## src/rtl/feature_eltwise.sv

```systemverilog
// Element-wise add/sub/max combiner of two joined ready/valid feature streams,
// with arithmetic shift and saturation over a 2-stage stallable pipeline.
// Optional ReLU stage enabled by defining FEATURE_ELTWISE_RELU_EN (adds relu_en port).
`ifndef FEATURE_WIDTH
`define FEATURE_WIDTH 16
`endif

module feature_eltwise #(
  parameter int unsigned FEATURE_WIDTH = `FEATURE_WIDTH,
  parameter int unsigned LANES         = 8,
  parameter int unsigned LEN_WIDTH     = 16
) (
  input  logic                           system_clk,
  input  logic                           rst,
  input  logic                           start,
  input  logic [LEN_WIDTH-1:0]           cfg_len,
  input  logic [1:0]                     cfg_mode,
  input  logic [1:0]                     cfg_shift,
`ifdef FEATURE_ELTWISE_RELU_EN
  input  logic                           relu_en,
`endif
  input  logic [FEATURE_WIDTH*LANES-1:0] x1_data,
  input  logic                           x1_valid,
  output logic                           x1_ready,
  input  logic [FEATURE_WIDTH*LANES-1:0] x2_data,
  input  logic                           x2_valid,
  output logic                           x2_ready,
  output logic [FEATURE_WIDTH*LANES-1:0] out_data,
  output logic                           out_valid,
  input  logic                           out_ready,
  output logic                           busy,
  output logic                           done
);

  localparam int unsigned FW = FEATURE_WIDTH;
  localparam int unsigned EW = FEATURE_WIDTH + 1;

  typedef enum logic [1:0] {IDLE, RUN, DRAIN} state_t;

  state_t                 state, state_nxt;
  logic [LEN_WIDTH-1:0]   remaining;
  logic [1:0]             mode_q;
  logic [1:0]             shift_q;
  logic                   relu_q;
  logic                   zero_done_q;
  logic                   adv, accept, fire, drain_done;
  logic                   s1_valid;
  logic [EW*LANES-1:0]    s1_data, s1_next;
  logic [FW*LANES-1:0]    s2_next;

  // Operands widened by one bit so add/sub never wrap before saturation.
  function automatic logic signed [EW-1:0] lane_op(input logic [FW-1:0] p,
                                                   input logic [FW-1:0] q,
                                                   input logic [1:0]    mode,
                                                   input logic [1:0]    sh);
    logic signed [EW-1:0] a, b, r;
    a = {p[FW-1], p};
    b = {q[FW-1], q};
    case (mode)
      2'd1:    r = a - b;
      2'd2:    r = (a > b) ? a : b;
      default: r = a + b;
    endcase
    return r >>> sh;
  endfunction

  function automatic logic [FW-1:0] lane_sat(input logic [EW-1:0] v, input logic relu);
    logic [FW-1:0] r;
    if (v[EW-1] != v[EW-2])
      r = v[EW-1] ? {1'b1, {(FW-1){1'b0}}} : {1'b0, {(FW-1){1'b1}}};
    else
      r = v[FW-1:0];
    if (relu && r[FW-1])
      r = '0;
    return r;
  endfunction

  always_ff @(posedge system_clk) begin
    if (rst) state <= IDLE;
    else     state <= state_nxt;
  end

  always_comb begin
    state_nxt = state;
    case (state)
      IDLE:    if (start && cfg_len != '0) state_nxt = RUN;
      RUN:     if (fire && remaining == LEN_WIDTH'(1)) state_nxt = DRAIN;
      DRAIN:   if (drain_done) state_nxt = IDLE;
      default: state_nxt = IDLE;
    endcase
  end

  always_comb begin
    adv        = !out_valid || out_ready;
    accept     = (state == RUN) && (remaining != '0) && adv;
    x1_ready   = accept && x2_valid;
    x2_ready   = accept && x1_valid;
    fire       = accept && x1_valid && x2_valid;
    // Stage 1 is empty and stage 2 is empty or leaving: last beat gone.
    drain_done = (state == DRAIN) && !s1_valid && adv;
    busy       = (state != IDLE);
    done       = drain_done || zero_done_q;
  end

  always_ff @(posedge system_clk) begin
    if (rst) begin
      remaining   <= '0;
      mode_q      <= '0;
      shift_q     <= '0;
      zero_done_q <= 1'b0;
    end else begin
      zero_done_q <= (state == IDLE) && start && (cfg_len == '0);
      if (state == IDLE && start) begin
        remaining <= cfg_len;
        mode_q    <= cfg_mode;
        shift_q   <= cfg_shift;
      end else if (fire) begin
        remaining <= remaining - LEN_WIDTH'(1);
      end
    end
  end

`ifdef FEATURE_ELTWISE_RELU_EN
  always_ff @(posedge system_clk) begin
    if (rst)                         relu_q <= 1'b0;
    else if (state == IDLE && start) relu_q <= relu_en;
  end
`else
  assign relu_q = 1'b0;
`endif

  always_comb begin
    s1_next = '0;
    s2_next = '0;
    for (int unsigned i = 0; i < LANES; i++) begin
      s1_next[EW*i +: EW] = lane_op(x1_data[FW*i +: FW], x2_data[FW*i +: FW], mode_q, shift_q);
      s2_next[FW*i +: FW] = lane_sat(s1_data[EW*i +: EW], relu_q);
    end
  end

  always_ff @(posedge system_clk) begin
    if (rst) begin
      s1_valid  <= 1'b0;
      s1_data   <= '0;
      out_valid <= 1'b0;
      out_data  <= '0;
    end else if (adv) begin
      s1_valid  <= fire;
      if (fire) s1_data <= s1_next;
      out_valid <= s1_valid;
      if (s1_valid) out_data <= s2_next;
    end
  end

endmodule
```

## config.mk

```make
export PLATFORM = sky130hd
export DESIGN_NAME = feature_eltwise
export DESIGN_NICKNAME = d
export VERILOG_FILES = /design/src/rtl/feature_eltwise.sv
export SDC_FILE = /design/constraint.sdc
export NUM_CORES = 2
export LEC_CHECK = 0
export CELL_PAD_IN_SITES_DETAIL_PLACEMENT = 1
export CELL_PAD_IN_SITES_GLOBAL_PLACEMENT = 2
export CORE_ASPECT_RATIO = 1.75
export CORE_UTILIZATION = 32
export DETAILED_ROUTE_END_ITERATION = 16
export GPL_TIMING_DRIVEN = 0
export PLACE_DENSITY = 0.83
export SLEW_MARGIN = 20
export SYNTH_ARGS = -nofsm -noshare
export SYNTH_HDL_FRONTEND = slang
export SYNTH_SLANG_ARGS = --single-unit
```

## constraint.sdc

```tcl
create_clock -name system_clk -period 4.6 [get_ports system_clk]
set_clock_uncertainty 0.05 [all_clocks]
set_input_delay 0.92 -clock system_clk [delete_from_list [all_inputs] [get_ports system_clk]]
set_output_delay 0.92 -clock system_clk [all_outputs]
set_load 0.02 [all_outputs]
```

==> run_results.csv <==
group,metric,value,unit
drt,final_antenna_net_count,0,
drt,num_vias,35200,
clock_network,cts_root_buf,"sky130_fd_sc_hd__clkbuf_16",
yosys,dominantRegCellSynth,"sky130_fd_sc_hd__dfxtp_1",
yosys,syn_avg_cell_area,7.27,µm²
sta,tightest_slew,1.30,ns
clock_network,cts_inserted_buffers,23,
yosys,synth-async-reset-ratio,0,
run,max-cap-violations,0,
finish,fin_cells,5880,
die,initial_utilization,0.323,
sta,timing_hold_violations_final,0,
clock_network,clock_sink_count,289,
drt,post_drt_via_cell_ratio,5.98,
yosys,seq_area_frac_synth,0.190,
grt,grt_remaining_overflow,0,
die,placeableCoreArea,0.0941,mm²
clock_network,cts.path.max_buffers,3,
drt,drt_pass1_iterations,7,
die,chipWidth,235,µm
placed_design,detailed_place_hpwl,143,mm
drt,drt_first_iter_violations,2336,
yosys,yosys_register_bits,289,
finish,num-nets-final,5223,
yosys,synth_top_cell_area_share,0.190,
sta,final.min_clock_period,4.59,ns
yosys,synth_area_leaders,"sky130_fd_sc_hd__dfxtp_1, sky130_fd_sc_hd__ha_1, sky130_fd_sc_hd__a21oi_1",
clock_network,cts_tree,"built",
critical_path,required,4.94,ns
sta,setup_viol,0,
finish,final_core_util,0.400,
clock_network,cts_hold_buf,0,
pwr,vdd_ir_drop_max,0.000213,V
critical_path,critPathMaxFanout,10,
critical_path,crit-reg2reg-launch,"mode_q[0]$_SDFFE_PP0P_",
critical_path,reg2reg_slack,0.01,ns
finish,layout-area-overhead-vs-synth,23.8,%
drt,avgRoutedWirePerCell,29.3,µm
die,ios,415,
pwr,p_leak,15.3,nW
critical_path,worst_ep_arrival,4.93,ns
finish,multi_input_comb_area,0.0228,mm²
sta,highest_clock_rate,218,MHz
yosys,synthesis.instances,4186,
critical_path,setup.worst_path.start_class,"register",
finish,drive_gt1_frac,0.0738,
yosys,synth-warning-count,0,
finish,num-fill-cells,11700,
critical_path,timing_startpoint_of_the_critical_path,"mode_q[0]$_SDFFE_PP0P_",
placed_design,gp_routability_congestion,1.01,
critical_path,r2r_cells,11,
yosys,synth_most_common_cell,"sky130_fd_sc_hd__nand2_1",
yosys,synthDistinctLibCells,101,
pwr,total_power_of_the_final_layout,9.98,mW
sta,report.final.slew_viol_count,0,
clock_network,clk_pin_slew_worst_paths,0.08,ns
pwr,power.density_cell_area,265,mW/mm²
grt,total_routing_usage_gr,0.346,
finish,seq_area,0.00579,mm²
drt,drc_errors_left,0,
die,chipHeight,410,µm
placed_design,pre_cts_ws,-1.23,ns
placed_design,port-buffer-count,414,
sta,layout_worst_path_cycle_share,0.997,
finish,final_cell_area,0.0377,mm²
run_status,status,"finished clean",
clock_network,clk_latency,0.55,ns
yosys,synthDominantAreaCellType,"sky130_fd_sc_hd__dfxtp_1",
clock_network,cts-htree-levels,1,
grt,grt_first_pass_wirelength,246,mm
critical_path,critPathKind,"register to register",
yosys,netlist_area,0.0304,mm²
yosys,synth_edf_count,0,
die,floorplan.rows,149,
grt,antenna_found_initial,8,
min_path,min_path_type,"register to register",
yosys,synthTopCellsByCount,"sky130_fd_sc_hd__nand2_1, sky130_fd_sc_hd__a21oi_1, sky130_fd_sc_hd__nor2_1",
grt,pin_count_of_the_biggest_net_entering_global_routing,18,
placed_design,placedCellCount,5810,
critical_path,worstReg2RegEnd,"s1_data[15]$_SDFFE_PP0P_",
sta,max_slew_margin,0.134,
yosys,synthesis.nets,4762,
critical_path,timing.critical_path.to_type,"register",
sta,setup_ws,0.0138,ns
die,fp.dieArea,0.0963,mm²
critical_path,critPathCapture,"s1_data[15]$_SDFFE_PP0P_",
placed_design,dpl-instance-area,0.0361,mm²
grt,grt_pass1_vias,36000,
drt,route.final.wire_length,173,mm
-- layout make-up --
| cell class | instances | area share |
|---|---|---|
| antenna | 9 | 0.000598 |
| buffer | 307 | 0.0353 |
| clock buffer | 30 | 0.0165 |
| clock inverter | 11 | 0.00428 |
| inverter | 263 | 0.0262 |
| multi-input combinational | 3315 | 0.606 |
| sequential | 289 | 0.154 |
| tap | 1208 | 0.0401 |
| timing repair buffer | 448 | 0.118 |
-- cell usage in the layout, fill, tap and decap left out, drive strengths merged, types with 26 or more instances in the layout --
master	synthesis	layout
a211oi	61	61
a21o	56	56
a21oi	387	387
a221o	27	27
a221oi	36	36
a22oi	37	37
a31oi	61	61
and2	30	30
and3	33	33
buf	73	105
clkbuf	246	265
clkdlybuf4s50	0	413
dfxtp	289	289
ha	278	278
inv	262	262
mux2	50	50
mux2i	106	106
nand2	392	392
nand2b	150	150
nand3	180	180
nor2	317	317
nor2b	49	49
nor3	110	110
o211ai	26	26
o21a	26	26
o21ai	239	239
o21bai	28	28
o221ai	49	49
o31ai	34	34
or3	33	33
xnor2	99	99
xor2	44	44
-- timing repair --
action	CTS	global route
setup buffers	14	18
cloned	0	0
pin swaps	10	14
resized for setup	45	93
endpoints found under the setup margin	111	106
-- routing by layer --
metal | up-vias | global-route usage | wire [µm]
met4 | 4 | 0.273 | 15300
met5 | - | 0 | 27
met3 | 515 | 0.0383 | 9190
met2 | 1409 | 0.610 | 83300
met1 | 17200 | 0.378 | 64700
li1 | 16100 | - | -
-- worst min-delay path by stage --
stage / from / cells past startpoint / slack, ns / to
floorplan: s1_data[10]$_SDFFE_PP0P_ / 2 / 0.37 / s1_data[10]$_SDFFE_PP0P_
detailed placement: out_data[55]$_SDFFE_PP0P_ / 2 / 0.40 / out_data[55]$_SDFFE_PP0P_
global placement: s1_data[111]$_SDFFE_PP0P_ / 2 / 0.39 / s1_data[111]$_SDFFE_PP0P_
finish: out_data[55]$_SDFFE_PP0P_ / 2 / 0.40 / out_data[55]$_SDFFE_PP0P_
CTS: out_data[97]$_SDFFE_PP0P_ / 2 / 0.41 / out_data[97]$_SDFFE_PP0P_
global route: out_data[101]$_SDFFE_PP0P_ / 2 / 0.42 / out_data[101]$_SDFFE_PP0P_
-- critical path, stage by stage, from the launching register on --
cell                       delay, ns
sky130_fd_sc_hd__dfxtp_1        0.37
sky130_fd_sc_hd__inv_1          0.05
sky130_fd_sc_hd__ha_1           0.27
sky130_fd_sc_hd__clkbuf_1       0.38
sky130_fd_sc_hd__clkbuf_2       0.55
sky130_fd_sc_hd__clkbuf_1       0.93
sky130_fd_sc_hd__clkbuf_2       0.70
sky130_fd_sc_hd__nand2_1        0.20
sky130_fd_sc_hd__o32ai_4        0.31
sky130_fd_sc_hd__nor2_1         0.09
sky130_fd_sc_hd__a211oi_1       0.37
sky130_fd_sc_hd__a211oi_1       0.09
-- sequential cells by signal (all words and copies together), names as in the netlist --
name / count
s1_data: 136
s1_valid: 1
remaining: 16
mode_q: 2
out_data: 128
out_valid: 1
state: 2
shift_q: 2
zero_done_q: 1
-- through the flow --
stage / hold WS (ns) / TNS [ns]
CTS: 0.406 / -0.447
global route: 0.424 / -0.0816
global placement: 0.389 / -88.13
floorplan: 0.366 / 0
detailed placement: 0.396 / -84.86
finish: 0.402 / 0
-- logic make-up (layout without fill, tap and decap cells) --
group,count (synthesis),after routing,synth area share
other,0,9,0
buffers and inverters,582,1059,0.0749
adders and majority gates,294,294,0.125
and+or+nand+nor,1394,1394,0.220
DFF,289,289,0.190
AOI/OAI and AO/OA,1328,1328,0.296
muxes,156,156,0.0535
xor gates and xnor gates,143,143,0.0412
-- where the power goes --
part | switching, mW | internal, mW
sequential | 0.0676 | 2.58
clock | 1.04 | 1.19
combinational | 3.34 | 1.77
No activity file was read; power rests on OpenSTA's default activity.
